`src/rtl/core_seq_pkg.sv`:
```
// Shared types and constants for the dot-product core sequencer.
package core_seq_pkg;

    typedef enum logic [2:0] {
        IDLE,
        LOAD,
        INIT,
        EXEC,
        DRAIN,
        OUT
    } state_t;

    localparam logic OP_LOAD   = 1'b0;
    localparam logic OP_RUN    = 1'b1;
    localparam int   DRAIN_CYC = 3;

endpackage

```
`src/rtl/core_seq_wpack.sv`:
```
// Splits 64-bit weight beats into two 32-bit RAM writes, low half first.
// Latency: write of the low half one cycle after the beat is taken, high half the cycle after.
// Backpressure: w_ready only while waiting for a beat; odd-length tail drops the high half.
module core_seq_wpack (
    input  logic        clk,
    input  logic        rst_n,
    input  logic        active,
    input  logic        last_word,
    input  logic        w_valid,
    input  logic [63:0] w_data,
    output logic        w_ready,
    output logic        wr,
    output logic        ws,
    output logic [63:0] wd
);

    typedef enum logic [1:0] {PH_GET, PH_LO, PH_HI} phase_t;

    phase_t ph, ph_n;

    always_ff @(posedge clk or negedge rst_n) begin
        if (!rst_n) begin
            ph <= PH_GET;
            wd <= '0;
        end else begin
            ph <= ph_n;
            if (w_ready && w_valid) wd <= w_data;
        end
    end

    always_comb begin
        ph_n    = ph;
        w_ready = 1'b0;
        wr      = 1'b0;
        ws      = 1'b0;
        if (!active) begin
            ph_n = PH_GET;
        end else begin
            case (ph)
                PH_GET: begin
                    w_ready = 1'b1;
                    if (w_valid) ph_n = PH_LO;
                end
                PH_LO: begin
                    wr   = 1'b1;
                    // The low half being a core's last word means the high half is padding.
                    ph_n = last_word ? PH_GET : PH_HI;
                end
                PH_HI: begin
                    wr   = 1'b1;
                    ws   = 1'b1;
                    ph_n = PH_GET;
                end
                default: ph_n = PH_GET;
            endcase
        end
    end

endmodule

```
`src/rtl/core_seq.sv`:
```
// Sequencer for a chain of dot-product cores: weight load, lock-step run, result drain.
// Latency: init 1 cycle, then one exec per accepted word, 3 drain cycles, then results stream out.
// Backpressure: w/d/r streams stall the FSM in place; CORE_SEQ_PERF_EN adds perf counters.
module core_seq
    import core_seq_pkg::*;
#(
    parameter int NCORE = 16,
    parameter int DEPTH = 32,
    parameter int AW    = $clog2(DEPTH)
) (
    input  logic             clk,
    input  logic             rst_n,
    input  logic             cmd_valid,
    output logic             cmd_ready,
    input  logic             cmd_op,
    input  logic [AW:0]      cmd_len,
    input  logic             w_valid,
    output logic             w_ready,
    input  logic [63:0]      w_data,
    input  logic             d_valid,
    output logic             d_ready,
    output logic             r_valid,
    input  logic             r_ready,
    output logic [31:0]      r_data,
    input  logic [31:0]      acc_last,
    output logic             init,
    output logic             exec,
    output logic             outr,
    output logic             update,
    output logic [NCORE-1:0] write,
    output logic [AW-1:0]    wa,
    output logic [AW-1:0]    ra,
    output logic             ws,
    output logic [63:0]      wd,
    output logic             busy,
`ifdef CORE_SEQ_PERF_EN
    output logic [31:0]      perf_cycles,
    output logic [31:0]      perf_stall,
`endif
    output logic             done
);

    localparam int          CW         = $clog2(NCORE);
    localparam logic [1:0]  DRAIN_LAST = 2'(DRAIN_CYC - 1);

    state_t          state, state_n;
    logic [AW-1:0]   len_m1;
    logic [AW-1:0]   k;
    logic [CW-1:0]   c;
    logic [1:0]      dc;
    logic            hs_seen;
    logic [AW:0]     len_eff;
    logic            wr;
    logic            last_word;
    logic            last_core;

    assign last_word = (k == len_m1);
    assign last_core = (c == CW'(NCORE - 1));

    always_comb begin
        len_eff = cmd_len;
        if (cmd_len == '0)
            len_eff = (AW+1)'(1);
        else if (cmd_len > (AW+1)'(DEPTH))
            len_eff = (AW+1)'(DEPTH);
    end

    core_seq_wpack u_wpack (
        .clk       (clk),
        .rst_n     (rst_n),
        .active    (state == LOAD),
        .last_word (last_word),
        .w_valid   (w_valid),
        .w_data    (w_data),
        .w_ready   (w_ready),
        .wr        (wr),
        .ws        (ws),
        .wd        (wd)
    );

    always_ff @(posedge clk or negedge rst_n) begin
        if (!rst_n) begin
            state   <= IDLE;
            len_m1  <= '0;
            k       <= '0;
            c       <= '0;
            dc      <= '0;
            hs_seen <= 1'b0;
        end else begin
            state <= state_n;
            case (state)
                IDLE: if (cmd_valid) begin
                    len_m1  <= AW'(len_eff - (AW+1)'(1));
                    k       <= '0;
                    c       <= '0;
                    dc      <= '0;
                    hs_seen <= 1'b0;
                end
                LOAD: if (wr) begin
                    if (last_word) begin
                        k <= '0;
                        if (!last_core) c <= c + 1'b1;
                    end else begin
                        k <= k + 1'b1;
                    end
                end
                EXEC:  if (d_valid) k <= last_word ? '0 : k + 1'b1;
                DRAIN: if (dc != DRAIN_LAST) dc <= dc + 1'b1;
                OUT: if (r_ready) begin
                    hs_seen <= 1'b1;
                    if (!last_core) c <= c + 1'b1;
                end
                default: ;
            endcase
        end
    end

    always_comb begin
        state_n = state;
        done    = 1'b0;
        init    = 1'b0;
        exec    = 1'b0;
        outr    = 1'b0;
        update  = 1'b0;
        d_ready = 1'b0;
        r_valid = 1'b0;
        case (state)
            IDLE:  if (cmd_valid) state_n = (cmd_op == OP_RUN) ? INIT : LOAD;
            LOAD:  if (wr && last_word && last_core) begin
                done    = 1'b1;
                state_n = IDLE;
            end
            INIT: begin
                init    = 1'b1;
                state_n = EXEC;
            end
            EXEC: begin
                d_ready = 1'b1;
                exec    = d_valid;
                if (d_valid && last_word) state_n = DRAIN;
            end
            DRAIN: if (dc == DRAIN_LAST) state_n = OUT;
            OUT: begin
                r_valid = 1'b1;
                // Parallel load of the chain stays asserted until the first result leaves.
                update  = !hs_seen;
                outr    = r_ready;
                if (r_ready && last_core) begin
                    done    = 1'b1;
                    state_n = IDLE;
                end
            end
            default: state_n = IDLE;
        endcase
    end

    assign cmd_ready = (state == IDLE);
    assign busy      = (state != IDLE);
    assign write     = wr ? (NCORE'(1) << c) : '0;
    assign wa        = (state == LOAD) ? k : '0;
    assign ra        = (state == EXEC) ? k : '0;
    assign r_data    = r_valid ? acc_last : '0;

`ifdef CORE_SEQ_PERF_EN
    always_ff @(posedge clk or negedge rst_n) begin
        if (!rst_n) begin
            perf_cycles <= '0;
            perf_stall  <= '0;
        end else if (state == IDLE && cmd_valid && cmd_op == OP_RUN) begin
            perf_cycles <= '0;
            perf_stall  <= '0;
        end else begin
            if ((state == EXEC || state == DRAIN || state == OUT) && perf_cycles != '1)
                perf_cycles <= perf_cycles + 1'b1;
            if (state == EXEC && !d_valid && perf_stall != '1)
                perf_stall <= perf_stall + 1'b1;
        end
    end
`endif

endmodule
```
`config.mk`:
```
export PLATFORM = sky130hd
export DESIGN_NAME = core_seq
export DESIGN_NICKNAME = d
export VERILOG_FILES = /design/src/rtl/core_seq_pkg.sv /design/src/rtl/core_seq_wpack.sv /design/src/rtl/core_seq.sv
export SDC_FILE = /design/constraint.sdc
export NUM_CORES = 1
export LEC_CHECK = 0
export BUFFER_PORTS_ARGS = -buffer_cell sky130_fd_sc_hd__buf_2
export CAP_MARGIN = 20
export CORE_ASPECT_RATIO = 0.5
export CORE_MARGIN = 4
export CORE_UTILIZATION = 45
export CTS_CLUSTER_DIAMETER = 40
export DETAILED_ROUTE_END_ITERATION = 8
export PLACE_DENSITY = 0.81
export SYNTH_ARGS = -nofsm -noshare
export SYNTH_HDL_FRONTEND = slang
export SYNTH_SLANG_ARGS = --single-unit
```
`constraint.sdc`:
```
create_clock -name clk -period 2.4 [get_ports clk]
set_input_delay 0.12 -clock clk [delete_from_list [all_inputs] [get_ports clk]]
set_output_delay 0.12 -clock clk [all_outputs]
set_load 0.01 [all_outputs]
```
==> out/results.tsv <==
metric	value	unit
outcome	finished clean	
CTS tree	yes	
clock sink count	86	
GPL Wtd Cong	0.816	
met2 usage	42.0	%
initial drt markers	237	
Internal Power	4.13	mW
Final Skew	0.00461	ns
Mapped Cells	370	
GR Util All Layers	23.2	%
share of the synthesized area in the top cell type	50.1	%
Max FO, Critical Path	14	
Inserted Clock Buffers	9	
first-pass GRT wire length	21400	um
CP Cell Sequence	nand2b_4, nor2_4, nand2_1, nor3_1, and2_1, buf_2	
M1 GR Usage	26.9	%
cell taking the most area after synthesis	dfrtp_1	
final hold slack	0.0132	ns
worst reg-to-reg path cell count	7	
type of origin of the critical path	flop	
worst r2r src	u_wpack.ph[0]$_DFFE_PN0P_	
Yosys cell types	46	
synthesized net count	492	
CP Class	reg2out	
max-cap violations	0	
crit path launch	state[0]$_DFFE_PN0P_	
Sw Ratio	35.8	%
largest net degree at the start of global routing	70	
Initial Util	47.7	%
Final Hold Vio Count	0	
Yosys reg bits	86	
final WL	12900	um
clk_lat worst skew	0.33	ns
max incr delay on CP	0.68	ns
buffers plus inverters on the worst setup path	1	
Reg clk slew, reported paths	0.06	ns
Die H	77.1	um
clock network fraction of design power	22.1	%
NumNets Final	779	
filler instances	638	
pins over their slew limit	0	
Setup crit end	write[1]	
HPWL after DPL	8950	um
syn avg cell area	11.6	um2
Final min period	2.18	ns
data arrival time of the worst path	2.06	ns
wire per inst	16.5	um
Worst Hold Class	in2reg	
share of cells above drive strength 1	42.0	%
Synth Area in XOR/XNOR	1.22	%
Die Span X	146	um
Net Sw Power	2.31	mW
post-synthesis to final-layout area growth	49.7	%
via count	3967	
Remaining DRCs	0	
antenna violations before repair	0	
global route hottest layer	met2	
sequential area share after synthesis	50.1	%
Total Die Area	11300	um2
Reg2Reg Setup Slack	0.37	ns
num rows	24	
power density over the cells	1000	nW/um2
Antenna diodes	0	
Routed Antenna Nets	0	
largest family of logic cells by synthesized area	multiplexers	
Slew headroom	64.5	%
Tcrit/Tclk final	91.0	%
FFs w/ async S/R, synth	100	%
post-synthesis adder-cell area fraction	3.79	%
Compound-Gate Fraction of Synth Area	6.26	%
FMAX	458	MHz
synth warn	0	
R2R Path End	c[2]$_DFFE_PN0P_	
Critical Path RT	2.28	ns
H-tree depth	3	
Most used DFF post-synth	dfrtp_1	
Worst-Margin Slew	0.532	ns
count of input and output buffers	241	
postcts setup bufs	0	
grt ovf	0	
total negative slack	0	ns
Area contributors post-synth	dfrtp_1 50%, mux2_1 16%, and3_1 6.4%	
Post-Syn Area	4300	um2
worst vdd ir	469	uV
met3 Usage GRT	5.59	%
mux cell area share after synthesis	19.1	%
TritonRoute pass-1 iters	4	
CTS Hold Bufs	49	
Comb power frac	39.7	%
vias per cell	5.09	
Worst setup EP type	output pin	
Flop pwr share	38.2	%
unrepaired setup endpoints after global routing	no	
family with the most delay on the worst path	simple AND/OR/NAND/NOR gates	
Slowest cell on crit path	dfrtp_1	
num ports	242	
Multi-input gate area	2020	um2
storage element area	2150	um2
EDFF count, synth	0	
Worst path depth	6	
vias in the first global route	4104	
Core ar.	9010	um2
Final Setup Violations	0	
Max clock buf depth	2	
Root Buffer	clkbuf_16	
Simple-Gate Fraction of Synth Area	16.6	%
CTS resizes	0	
leakage power	3.50	nW
cell families after synthesis:
group                      count (synthesis)
DFF                                       86
AOI/OAI and AO/OA                         38
adders and majority gates                 13
xor gates and xnor gates                   6
and+or+nand+nor                          124
buffers and inverters                     30
muxes                                     73
layer usage:
metal  vias to the layer above  wire length (um)
met5                         -                 0
met4                         0               337
met3                        28               581
met2                       138              6810
met1                      1907              5140
li1                       1894                 -
stage by stage:
stage / cell area (um2) / utilization, % / std cells / power, mW / setup WS (ns)
floorplan: 4300 / - / 370 / 3.84 / 0.611
global placement: 5630 / 62.5 / 714 / 4.80 / 0.525
detailed placement: 5630 / 62.5 / 714 / 4.93 / 0.405
finish: 6430 / 71.4 / 779 / 6.45 / 0.216
global route: 6430 / 71.4 / 779 / 6.88 / 0.0579
CTS: 6430 / 71.4 / 779 / 6.45 / 0.225
power groups by stage:
stage | logic (mW) | clock network, mW | registers, mW
after floorplan | 1.15 | 0 | 2.69
after global placement | 2.39 | 0 | 2.42
final | 2.56 | 1.42 | 2.46
after global routing | 2.79 | 1.54 | 2.55
after detailed placement | 2.47 | 0 | 2.46
after CTS | 2.55 | 1.47 | 2.43
placed cells by master, fill, tap and decap left out, types with 2 or more instances in the layout:
cell and instances:
mux2_1 60, buf_4 4, nor2b_1 3, buf_2 240, inv_1 10, inv_8 2
mux2i_1 6, dfrtp_1 86, dlygate4sd3_1 49, and3_1 44, o21ai_1 6, nand2_1 18
a21o_1 3, nand4_1 2, and2_1 19, nand3_1 7, buf_12 2, o21ai_0 5
nor4_1 2, ha_1 13, nand2b_1 6, nor3_1 7, o211ai_1 2, a31oi_1 3
clkbuf_16 9, mux2_4 2, inv_6 3, a21oi_1 4, nor2_1 11, mux2_2 5
a22o_1 2, xnor2_1 6
Yosys cell counts (all sizes together), types with 3 or more instances:
cell and n:
nor2b 3, xnor2 6, clkbuf 8, nand2 19, mux2i 6, and2 19
mux2 67, nand3 8, inv 11, nor2 12, a21o 3, o21ai 12
dfrtp 86, buf 11, ha 13, a21oi 5, and3 45, a31oi 3
nor3 7, nand2b 7
worst min path at each step:
stage | startpoint | endpoint | slack, ns | cells after the start
2_1_floorplan | rst_n | c[0]$_DFFE_PN0P_ | -0.18 | 0
3_3_place_gp | rst_n | k[3]$_DFFE_PN0P_ | 0.02 | 1
3_5_place_dp | rst_n | len_m1[4]$_DFFE_PN0P_ | 0.01 | 1
4_1_cts | w_data[52] | u_wpack.wd[52]$_DFFE_PN0P_ | 0.0003 | 2
5_1_grt | w_data[49] | u_wpack.wd[49]$_DFFE_PN0P_ | 0.001 | 2
6_report | w_data[31] | u_wpack.wd[31]$_DFFE_PN0P_ | 0.01 | 2
sequential cells by signal, indices dropped and copies added, names as in the netlist:
register,count
dc,2
c,4
len_m1,5
u_wpack.ph,2
hs_seen,1
state,3
u_wpack.wd,64
k,5
final cells by class:
| class | count | area share (%) |
|---|---|---|
| flip-flops and latches | 86 | 33.5 |
| multi-input cells | 254 | 31.4 |
| repair buffers | 295 | 27.4 |
| clock buffers | 9 | 3.50 |
| well taps | 117 | 2.28 |
| clock inverters | 7 | 1.34 |
| inverters | 11 | 0.642 |
Power figures use the tool's default switching activity.
